==> src/rtl/loop_ctrl.sv <==
// loop_ctrl: paces a pair of nested down-counters through one or more passes,
// presenting each counter position as a valid/ready beat and flagging pass
// and job boundaries.
module loop_ctrl #(
  parameter int PASS_W = 4
) (
  input  logic              clk,
  input  logic              rst,
  input  logic              start,
  input  logic              abort,
  input  logic [PASS_W-1:0] passes,
  input  logic              inner_co,
  input  logic              outer_co,
  input  logic              out_ready,
  output logic              cnt_init,
  output logic              inner_en,
  output logic              outer_en,
  output logic              valid,
  output logic              last,
  output logic              pass_end,
  output logic              busy,
  output logic              done
);

  typedef enum logic [1:0] {
    IDLE,
    INIT,
    RUN,
    DONE
  } state_t;

  localparam logic [PASS_W-1:0] PASS_ONE = PASS_W'(1);

  state_t            state, state_nxt;
  logic [PASS_W-1:0] pass_left, pass_left_nxt;

  // State and remaining-pass register.
  always_ff @(posedge clk or negedge rst) begin
    if (!rst) begin
      state     <= IDLE;
      pass_left <= '0;
    end else begin
      state     <= state_nxt;
      pass_left <= pass_left_nxt;
    end
  end

  // Next-state, pass bookkeeping and combinational handshake/enable outputs.
  always_comb begin
    state_nxt     = state;
    pass_left_nxt = pass_left;
    cnt_init      = 1'b0;
    inner_en      = 1'b0;
    outer_en      = 1'b0;
    valid         = 1'b0;
    last          = 1'b0;
    pass_end      = 1'b0;
    busy          = 1'b0;
    done          = 1'b0;

    unique case (state)
      IDLE: begin
        if (start) begin
          state_nxt     = INIT;
          pass_left_nxt = (passes == '0) ? PASS_ONE : passes;
        end
      end

      INIT: begin
        cnt_init = 1'b1;
        busy     = 1'b1;
        state_nxt = abort ? IDLE : RUN;
      end

      RUN: begin
        valid    = 1'b1;
        busy     = 1'b1;
        inner_en = out_ready;
        outer_en = out_ready && inner_co;
        pass_end = inner_co && outer_co;
        last     = pass_end && (pass_left == PASS_ONE);
        // Abort wins over a beat accepted in the same cycle; enables above
        // still fire, the next INIT re-initialises the counters anyway.
        if (abort) begin
          state_nxt = IDLE;
        end else if (out_ready && pass_end) begin
          if (pass_left > PASS_ONE) begin
            pass_left_nxt = pass_left - PASS_ONE;
          end else begin
            state_nxt = DONE;
          end
        end
      end

      DONE: begin
        done      = 1'b1;
        busy      = 1'b1;
        state_nxt = IDLE;
      end

      default: state_nxt = IDLE;
    endcase
  end

endmodule

==> config.mk <==
export PLATFORM = sky130hd
export DESIGN_NAME = loop_ctrl
export DESIGN_NICKNAME = d
export VERILOG_FILES = /design/src/rtl/loop_ctrl.sv
export SDC_FILE = /design/constraint.sdc
export NUM_CORES = 1
export LEC_CHECK = 0
export ABC_AREA = 1
export BUFFER_PORTS_ARGS = -buffer_cell sky130_fd_sc_hd__buf_2
export CAP_MARGIN = 20
export CORE_AREA = 2 2 39 41
export DETAILED_ROUTE_END_ITERATION = 10
export DIE_AREA = 0 0 41 43
export PLACE_DENSITY = 0.61
export REMOVE_ABC_BUFFERS = 1
export SLEW_MARGIN = 40
export SYNTH_ARGS = -nofsm -noshare
export SYNTH_HDL_FRONTEND = slang
export SYNTH_SLANG_ARGS = --single-unit
export TNS_END_PERCENT = 100
==> constraint.sdc <==
create_clock -name clk -period 1.55 [get_ports clk]
set_input_delay 0.155 -clock clk [delete_from_list [all_inputs] [get_ports clk]]
set_output_delay 0.155 -clock clk [all_outputs]
set_load 0.01 [all_outputs]
==> results of run 1 <==
-- metrics by stage --
step / worst slack [ns] / power (mW) / instances / hold WS (ns)
final: 0.1773 / 1.001 / 111 / 0.1685
after global routing: 0.07110 / 1.116 / 111 / 0.1787
after CTS: 0.1599 / 1.012 / 111 / 0.1708
after detailed placement: 0.1975 / 0.8636 / 107 / -0.01682
after global placement: 0.2368 / 0.8594 / 107 / -0.01739
after floorplan: 0.3228 / 0.7040 / 73 / -0.1406
-- layout make-up --
class | count | area [um^2]
multi-input cells | 56 | 296.5
fillers | 151 | 753.2
clock buffers | 3 | 22.52
well taps | 16 | 20.02
repair buffers | 19 | 100.1
inverters | 11 | 41.29
flip-flops and latches | 6 | 150.1
-- worst max-delay path: stages (launching register included) --
cell     delay [ns]
dfrtp_1        0.39
inv_2          0.08
nand2_4        0.11
nor2_1         0.12
and3_1         0.15
buf_2          0.12
-- metal layers --
layer | up-vias | track usage (%) | routed length (um) | part of all wire, %
met5 | - | 0 | 0 | 0
met4 | 0 | 12.00 | 26 | 2.6
met3 | 4 | 3.141 | 36 | 3.6
met2 | 12 | 20.00 | 458 | 45
met1 | 229 | 18.27 | 492 | 49
li1 | 269 | - | - | -
-- logic make-up (layout without fill, tap and decap cells) --
kind of cell / count (synthesis) / in the layout / synth area share (%)
AO/OA/AOI/OAI: 5 / 5 / 5.125
buffers and inverters: 11 / 33 / 8.462
AND/OR/NAND/NOR: 49 / 49 / 50.51
flip-flops: 6 / 6 / 30.77
adder cells (fa/ha/maj): 2 / 2 / 5.127
-- timing repair --
| item | in CTS | in global routing |
|---|---|---|
| hold buffers | 1 | 0 |
| endpoints found under the hold margin | 6 | 0 |
| buffers inserted | 0 | 0 |
-- sequential cells by signal, summed over array words and instances, names as in the netlist --
| name | flops |
|---|---|
| pass_left | 4 |
| state | 2 |
-- Yosys cell counts --
library cell,instances
ha_1,2
dfrtp_1,6
o21ai_1,1
o21ai_0,3
nand3_1,7
inv_2,2
nand2_1,21
a21oi_1,1
and3_1,1
nand2_4,2
nor2_1,14
or2_0,1
nand3b_4,1
inv_1,9
nor3_1,1
nor2_8,1
-- where the power goes --
| part | internal [mW] | switching, mW |
|---|---|---|
| Clock | 0.0874 | 0.0545 |
| Combinational | 0.207 | 0.345 |
| Sequential | 0.230 | 0.0763 |
-- cell usage in the layout (no fill, tap or decap) --
| cell type | count |
|---|---|
| a21oi_1 | 1 |
| and3_1 | 1 |
| buf_2 | 18 |
| clkbuf_4 | 3 |
| dfrtp_1 | 6 |
| dlygate4sd3_1 | 1 |
| ha_1 | 2 |
| inv_1 | 9 |
| inv_2 | 2 |
| nand2_1 | 21 |
| nand2_4 | 2 |
| nand3_1 | 7 |
| nand3b_4 | 1 |
| nor2_1 | 14 |
| nor2_8 | 1 |
| nor3_1 | 1 |
| o21ai_0 | 3 |
| o21ai_1 | 1 |
| or2_0 | 1 |
-- worst max-delay path by stage --
stage	start	end	slack, ns	cells after the start
2_1_floorplan	pass_left[0]$_DFFE_PN0P_	pass_left[0]$_DFFE_PN0P_	0.32	6
3_3_place_gp	pass_left[0]$_DFFE_PN0P_	pass_left[1]$_DFFE_PN0P_	0.24	7
3_5_place_dp	pass_left[0]$_DFFE_PN0P_	pass_left[1]$_DFFE_PN0P_	0.20	6
4_1_cts	state[0]$_DFFE_PN0P_	last	0.16	5
5_1_grt	state[0]$_DFFE_PN0P_	last	0.07	5
6_report	state[0]$_DFFE_PN0P_	last	0.18	5
==> summary.txt, run 1 <==
Synth
  • Area share of the largest cell type after synthesis: between 30% and 40%
  • Avg Cell Area, Syn: between 6 and 7 um^2
  • Yosys warning total: 0
  • FF+latch count, synth: 6
  • Seq/Total Area, Yosys: 30.77%
  • Netlist Area Pre-Place: approximately 490 um^2
  • Distinct cells, synth: 16
  • Largest area contributor in the netlist: dfrtp_1
  • Synth top area cells: dfrtp_1 (31%), nand2_1 (16%), nor2_1 (11%)
  • Post-Syn Instances: between 70 and 80

Die
  • I/O Pins: 19
  • Initial Utilization: 35.26%
  • CORE AREA: 1384 um^2
  • Die height: between 40 and 50 um
  • Die W: roughly 41 um
  • Row count: 14
  • Die footprint: ~1800 um^2

Critical path
  • Max FO, Critical Path: 10
  • Arr. time, crit path: between 1 and 1.5 ns
  • Startpoint types: flip-flop
  • Register-to-Register Path Depth: 6
  • Required time worst endpoint: 1.39 ns
  • Start of the worst register-to-register path: pass_left[0]$_DFFE_PN0P_
  • Worst R2R End: pass_left[1]$_DFFE_PN0P_
  • R2r setup slk: around 0.19 ns
  • Kind of critical path: flip-flop to primary output
  • Critical Path Sink Type: primary output

Clock network
  • Clock Tree Root: clkbuf_4
  • Clock insertion delay at the later pin of the skew report: 0.24 ns
  • Post-cts sizing count: 0
  • Clk sink count: 6
  • CTS HTree Levels: 1
  • Clock transition at path regs: 0.04 ns
  • TritonCTS clock tree: done
  • Clock Tree Buf Depth: 2
  • Total CTS buffers: 3

STA
  • Final hold vios: 0
  • Final setup viols: 0
  • Clock skew: 0.001141 ns
  • RSZ-0062 raised after global routing: false
  • Setup_tns: 0 ns
  • Measured slew at the worst slew-check pin: 0.2695 ns
  • Fin. max-slew vios: 0
  • Fmax: 728.5 MHz
  • Final worst path period share: between 80% and 90%
  • Post-layout minimum cycle time: about 1.4 ns
  • Slew HR: around four fifths

Pwr
  • VDD IR max: between 0.8 and 0.9 mV
  • PD cells: between 1500 and 2000 nW/um^2
  • Leakage power: roughly 0.4 nW

Placed design
  • GP Congestion: 0.8237
  • DP HPWL: about 840 um
  • I/O Buffers: 18
  • Post-DP Area: between 500 and 600 um^2

Global route
  • Congestion Overflow GR: 0
  • Vias in the first global route: 445
  • First-pass GRT wire length: around 1700 um
  • Initial antenna violation count: 0
  • Largest net degree at the start of global routing: 11
  • Total track usage: ~15%

Worst hold path
  • Hold Crit Depth: 2
  • Hold crit path type: input pin to flip-flop
  • Hold endpoint: state[1]$_DFFE_PN0P_
  • Worst Hold Launch: abort

Final layout
  • Final core utilization: around 46%
  • Final net count: 110
  • Antenna diodes: 0
  • Fin area: between 600 and 700 um^2
  • Area growth syn-to-layout: 29.23%
  • Layout cells sized above 1: between 20% and 30%

Route
  • Final wirelength: approximately 1000 um
  • Vias per cell: roughly 4.6
  • DRT Pass-1 Iters: 4
  • DRC viols: 0
  • DRT antenna net count: 0
  • WL/cell: 9.135 um
  • Iter 0 DRT Violations: 11
  • Routed via count: 514

Run status
  • Status: complete, no violations

Flow run
  • Max-cap violations: 0
Power figures use the tool's default switching activity.
==> run 2: changes to the inputs <==
Settings changed: GPL_TIMING_DRIVEN set to 0.
==> run 2 against run 1 <==
Utilization did not move. First-iteration DRC count fell by 64%. Flip-flop and latch count did not move. Fmax rose by 0.75%. Largest power group unchanged. Highest routed layer is now met3.
==> summary.txt, run 2 (same netlist as run 1, synthesis figures left out) <==
Final layout
  • Final net count: between 100 and 150
  • Most frequent cells in the layout: nand2_1 (21), buf_2 (18), nor2_1 (14), inv_1 (9), nand3_1 (7)
  • Max reg flops: 4
  • Fin area: ~630 um^2
  • Biggest regs: pass_left (4), state (2)
  • Layout cells sized above 1: 28.42%
  • Area growth syn-to-layout: 29.23%
  • Most common cell after layout, fill and taps aside: nand2_1
  • Antenna diodes: 0
  • Fill count: ~150
  • Reg with most FFs: pass_left

Critical path
  • Kind of critical path: flip-flop to flip-flop
  • Required time worst endpoint: about 1.7 ns
  • Max FO, Critical Path: 5
  • Crit-path cells: inv_1, ha_1, o21ai_1, nand3b_4, nand3_1, nand2_1
  • Critical-path top delay cell: dfrtp_1
  • Arr. time, crit path: approximately 1.5 ns
  • CP peak stage delay: around 0.37 ns
  • Startpoint types: flip-flop
  • Critical Path Sink Type: flip-flop

Global route
  • First-pass GRT wire length: roughly 1500 um
  • Total track usage: 12.66%
  • Congestion Overflow GR: 0
  • Vias in the first global route: ~410
  • Largest net degree at the start of global routing: 11
  • Initial antenna violation count: 0

Clock network
  • Clk sink count: 6
  • Total CTS buffers: 3
  • Post-CTS Hold Buffers: 1
  • Clock transition at path regs: roughly 0.040 ns
  • Clock Tree Root: clkbuf_4
  • Clock Tree Buf Depth: 2
  • Setup bufs post-CTS: 0
  • Post-cts sizing count: 0
  • Clock insertion delay at the later pin of the skew report: 0.24 ns
  • TritonCTS clock tree: done
  • CTS HTree Levels: 1

STA
  • Final setup viols: 0
  • Final worst path period share: 87.90%
  • Fmax: approximately 730 MHz
  • Fin Hold WS: ~0.17 ns
  • Clock skew: about 0.0010 ns
  • RSZ-0062 raised after global routing: false
  • Fin. max-slew vios: 0
  • Slew HR: 82.22%
  • Post-layout minimum cycle time: around 1.4 ns
  • Setup_tns: 0 ns
  • Measured slew at the worst slew-check pin: around 0.26 ns
  • Setup WS post-layout: approximately 0.19 ns
  • Final hold vios: 0

Pwr
  • Leakage power: 0.4021 nW
  • PD cells: around 1600 nW/um^2
  • VDD IR max: between 0.8 and 0.9 mV

Die
  • Die footprint: about 1800 um^2
  • Die W: between 40 and 50 um
  • Die height: between 40 and 50 um
  • Row count: 14
  • Initial Utilization: roughly a third
  • CORE AREA: 1384 um^2
  • I/O Pins: 19

Placed design
  • Setup WS pre-CTS: roughly 0.17 ns
  • Post-DP Area: between 500 and 600 um^2
  • DP HPWL: ~770 um
  • I/O Buffers: 18
  • GP Congestion: ~0.8

Route
  • Vias per cell: around 4.2
  • Iter 0 DRT Violations: 4
  • DRT Pass-1 Iters: 2
  • Final wirelength: 902 um
  • WL/cell: about 8.1 um
  • DRT antenna net count: 0
  • Routed via count: 470
  • DRC viols: 0

Run status
  • Status: complete, no violations

Worst hold path
  • Hold crit path type: input pin to flip-flop

Flow run
  • Max-cap violations: 0
## run 2: cell counts in the layout (fill, tap and decap cells not counted)
Identical to the previous run, type by type.
## run 2: path summary, 6_finish.rpt
path                                          startpoint  cells past startpoint                  endpoint  slack (ns)
worst max-delay path            pass_left[0]$_DFFE_PN0P_                      6  pass_left[0]$_DFFE_PN0P_        0.19
min in group asynchronous                            rst                      2  pass_left[3]$_DFFE_PN0P_        0.27
worst max register to register  pass_left[0]$_DFFE_PN0P_                      6  pass_left[0]$_DFFE_PN0P_        0.19
worst min register to register  pass_left[1]$_DFFE_PN0P_                      2  pass_left[1]$_DFFE_PN0P_        0.54
max in group asynchronous                            rst                      2      state[1]$_DFFE_PN0P_        1.15
worst min-delay path                               abort                      2      state[1]$_DFFE_PN0P_        0.17
## run 2: worst max-delay path: cells and delay by family, from the launching register on
| kind | cells | cell delay [ns] |
|---|---|---|
| simple gates | 3 | 0.31 |
| flops | 1 | 0.37 |
| compound gates | 1 | 0.25 |
| buf+inv | 1 | 0.09 |
| fa+ha+maj | 1 | 0.23 |
## run 2: area by class of cell
class,instances,area [um^2],share of cell area (%)
inverters,11,41.29,6.548
multi-input cells,56,296.5,47.02
clock buffers,3,22.52,3.571
repair buffers,19,100.1,15.87
well taps,16,20.02,3.175
flip-flops and latches,6,150.1,23.81
## run 2: power breakdown
part | internal (mW) | switching [mW] | leakage, nW
sequential | 0.230 | 0.0759 | 0.0748
combinational | 0.206 | 0.334 | 0.313
clock | 0.0870 | 0.0482 | 0.0138
total | 0.523 | 0.458 | 0.402
## run 2: metal layers
metal / share of wire [%] / vias to the layer above / global-route usage, %
met2: 47 / 6 / 17.81
met1: 50 / 193 / 17.22
met5: 0 / - / 0
met4: 0 / 0 / 8.667
met3: 2.3 / 0 / 1.571
li1: - / 271 / -
## run 2: per-stage QoR
stage,std cells,utilization [%],total power [mW]
2_1_floorplan,73,-,0.7040
3_3_place_gp,107,43.22,0.8505
4_1_cts,111,45.57,0.9992
3_5_place_dp,107,43.22,0.8530
5_1_grt,111,45.57,1.104
6_report,111,45.57,0.9817
==> run 3: changes to the inputs <==
--- a/config.mk
+++ b/config.mk
@@ -7,3 +7,2 @@
 export LEC_CHECK = 0
-export ABC_AREA = 1
 export BUFFER_PORTS_ARGS = -buffer_cell sky130_fd_sc_hd__buf_2
@@ -14,3 +13,3 @@
 export GPL_TIMING_DRIVEN = 0
-export PLACE_DENSITY = 0.61
+export PLACE_DENSITY = 0.58
 export REMOVE_ABC_BUFFERS = 1
==> constraint.sdc (replaced) <==
create_clock -name clk -period 1.55 [get_ports clk]
set_input_delay 0.2325 -clock clk [delete_from_list [all_inputs] [get_ports clk]]
set_output_delay 0.2325 -clock clk [all_outputs]
set_load 0.01 [all_outputs]
==> run 3 against run 2 <==
Clock skew decreased by 0.00072 ns. Utilization decreased by 1.2 points. Clock power about the same. Critical path type is now flip-flop to primary output.
==> summary.txt, run 3 <==
Run status
  • Status: complete, no violations

Die
  • Die footprint: ~1800 um^2
  • Die height: around 43 um
  • CORE AREA: 1384 um^2
  • I/O Pins: 19
  • Initial Utilization: 32.46%
  • Die W: 41 um
  • Row count: 14

Clock network
  • Clock insertion delay at the later pin of the skew report: around 0.24 ns
  • Total CTS buffers: 3
  • Clock Tree Buf Depth: 2
  • CTS HTree Levels: 1
  • TritonCTS clock tree: done
  • Clock Tree Root: clkbuf_4
  • Clock transition at path regs: about 0.040 ns
  • Clk sink count: 6

Critical path
  • Startpoint types: flip-flop
  • CP peak stage delay: approximately 0.43 ns
  • Crit-path cells: and4b_2, and3_2, buf_2
  • Required time worst endpoint: ~1.3 ns
  • Kind of critical path: flip-flop to primary output
  • Max FO, Critical Path: 5
  • R2r setup slk: around 0.11 ns
  • Arr. time, crit path: 1.26 ns
  • Critical Path Sink Type: primary output
  • Critical-path top delay cell: dfrtp_2

Final layout
  • Layout cells sized above 1: between 50% and 60%
  • Reg with most FFs: pass_left
  • Antenna diodes: 0
  • Biggest regs: pass_left (4), state (2)
  • Max reg flops: 4
  • Most common cell after layout, fill and taps aside: buf_2
  • Fill count: ~150
  • Most frequent cells in the layout: buf_2 (18), nor2_1 (5), dfrtp_1 (5), nand2_1 (4), clkbuf_4 (3)
  • Final net count: 87
  • Final core utilization: between 40% and 50%
  • Area growth syn-to-layout: 36.77%

Synth
  • Avg Cell Area, Syn: between 9 and 10 um^2
  • Area share of the largest cell type after synthesis: 33.43%
  • Yosys warning total: 0
  • Largest area contributor in the netlist: dfrtp_1
  • Seq/Total Area, Yosys: roughly 33%
  • Synth cell count leaders: dfrtp_1 (6), nor2_1 (6), inv_1 (4), nand2_1 (4), nor3_1 (3)
  • Netlist Area Pre-Place: ~450 um^2
  • FF+latch count, synth: 6
  • Post-Syn Instances: 49
  • Synth top area cells: dfrtp_1 (33%), ha_1 (5.6%), nor2_1 (5.0%)
  • Post-synth EDFFs: 0
  • Commonest register cell after synthesis: dfrtp_1
  • Asr flop ratio synth: 100.0%
  • Distinct cells, synth: 27

Global route
  • Total track usage: approximately 14%
  • First-pass GRT wire length: between 1500 and 2000 um
  • Largest net degree at the start of global routing: 8
  • Vias in the first global route: 421
  • Congestion Overflow GR: 0
  • Initial antenna violation count: 0

STA
  • Setup_tns: 0 ns
  • RSZ-0062 raised after global routing: false
  • Fin Hold WS: ~0.26 ns
  • Slew HR: slightly below 80%
  • Fin. max-slew vios: 0
  • Final setup viols: 0
  • Final hold vios: 0
  • Fmax: approximately 670 MHz
  • Final worst path period share: a little over nine tenths
  • Clock skew: about 0.00029 ns
  • Measured slew at the worst slew-check pin: around 0.31 ns
  • Post-layout minimum cycle time: approximately 1.5 ns

Route
  • DRT Pass-1 Iters: 4
  • WL/cell: around 11 um
  • Vias per cell: just under 5
  • DRC viols: 0
  • DRT antenna net count: 0
  • Iter 0 DRT Violations: 5
  • Final wirelength: 956 um
  • Routed via count: 434

Pwr
  • VDD IR max: 0.3969 mV
  • PD cells: about 1000 nW/um^2
  • Leakage power: approximately 0.32 nW
  • Total Power: about 0.61 mW

Placed design
  • I/O Buffers: 18
  • GP Congestion: between 0.7 and 0.8
  • DP HPWL: around 800 um

Worst hold path
  • Hold crit path type: input pin to flip-flop

Flow run
  • Max-cap violations: 0
run 3: cell count changes after synthesis, sizes merged, moves of 4 or more:
cell	previous run	this run
inv	11	4
nand2	23	4
nand3	7	0
nor2	15	6
o21ai	4	0
run 3: path summary, 6_finish.rpt:
kind	startpoint	to	cells after the start
min	abort	state[1]$_DFFE_PN0P_	2
max in group asynchronous	rst	state[1]$_DFFE_PN0P_	2
max	state[1]$_DFFE_PN0P_	last	3
min in group asynchronous	rst	pass_left[0]$_DFFE_PN0P_	2
max reg2reg	pass_left[1]$_DFFE_PN0P_	pass_left[2]$_DFFE_PN0P_	6
min reg2reg	pass_left[3]$_DFFE_PN0P_	pass_left[3]$_DFFE_PN0P_	1
run 3: what timing repair did:
action,4_1_cts,5_1_grt
buffers inserted,1,1
hold endpoints to repair,6,0
gates resized for setup,2,6
hold buffers,1,0
setup endpoints to repair,2,6
run 3: logic make-up (layout without fill, tap and decap cells):
kind of cell | Yosys count | count (layout) | synth area share, %
flops | 6 | 6 | 33.43
compound gates | 11 | 11 | 22.57
simple gates | 24 | 24 | 31.20
mux | 1 | 1 | 2.229
buf+inv | 5 | 28 | 5.014
fa+ha+maj | 2 | 2 | 5.570
run 3: area by class of cell:
cell class                      instances  area, um^2  area share (%)
Multi-Input combinational cell         38       287.8           46.84
Sequential cell                         6       151.4           24.64
Timing Repair Buffer                   21       115.1           18.74
Clock buffer                            3       22.52           3.666
Tap cell                               16       20.02           3.259
Inverter                                4       17.52           2.851
run 3: layer usage:
| metal | global-route usage [%] | vias up | routed length, um | share of wire [%] |
|---|---|---|---|---|
| li1 | - | 227 | - | - |
| met1 | 17.33 | 191 | 417 | 44 |
| met2 | 21.25 | 14 | 470 | 49 |
| met3 | 1.571 | 2 | 60 | 6.3 |
| met4 | 12.00 | 0 | 9 | 0.94 |
| met5 | 0 | - | 0 | 0 |
run 3: critical path: cells and delay by family, from the launching register on:
kind                   cells  cell delay, ns
and+or+nand+nor            2            0.45
buffers and inverters      1            0.13
DFF                        1            0.43
run 3: power breakdown:
part | internal, mW | leakage, nW | switching [mW]
Clock | 0.0870 | 0.0138 | 0.0479
Sequential | 0.196 | 0.0705 | 0.0399
Combinational | 0.110 | 0.232 | 0.130
Total | 0.393 | 0.316 | 0.218
run 3: stage by stage:
stage	setup WS [ns]	std cells	cell area (um^2)
floorplan	0.1708	48	441.7
global placement	0.01647	82	551.8
detailed placement	0.02443	82	551.8
CTS	0.02405	87	593.1
global route	0.004073	88	614.3
finish	0.05789	88	614.3
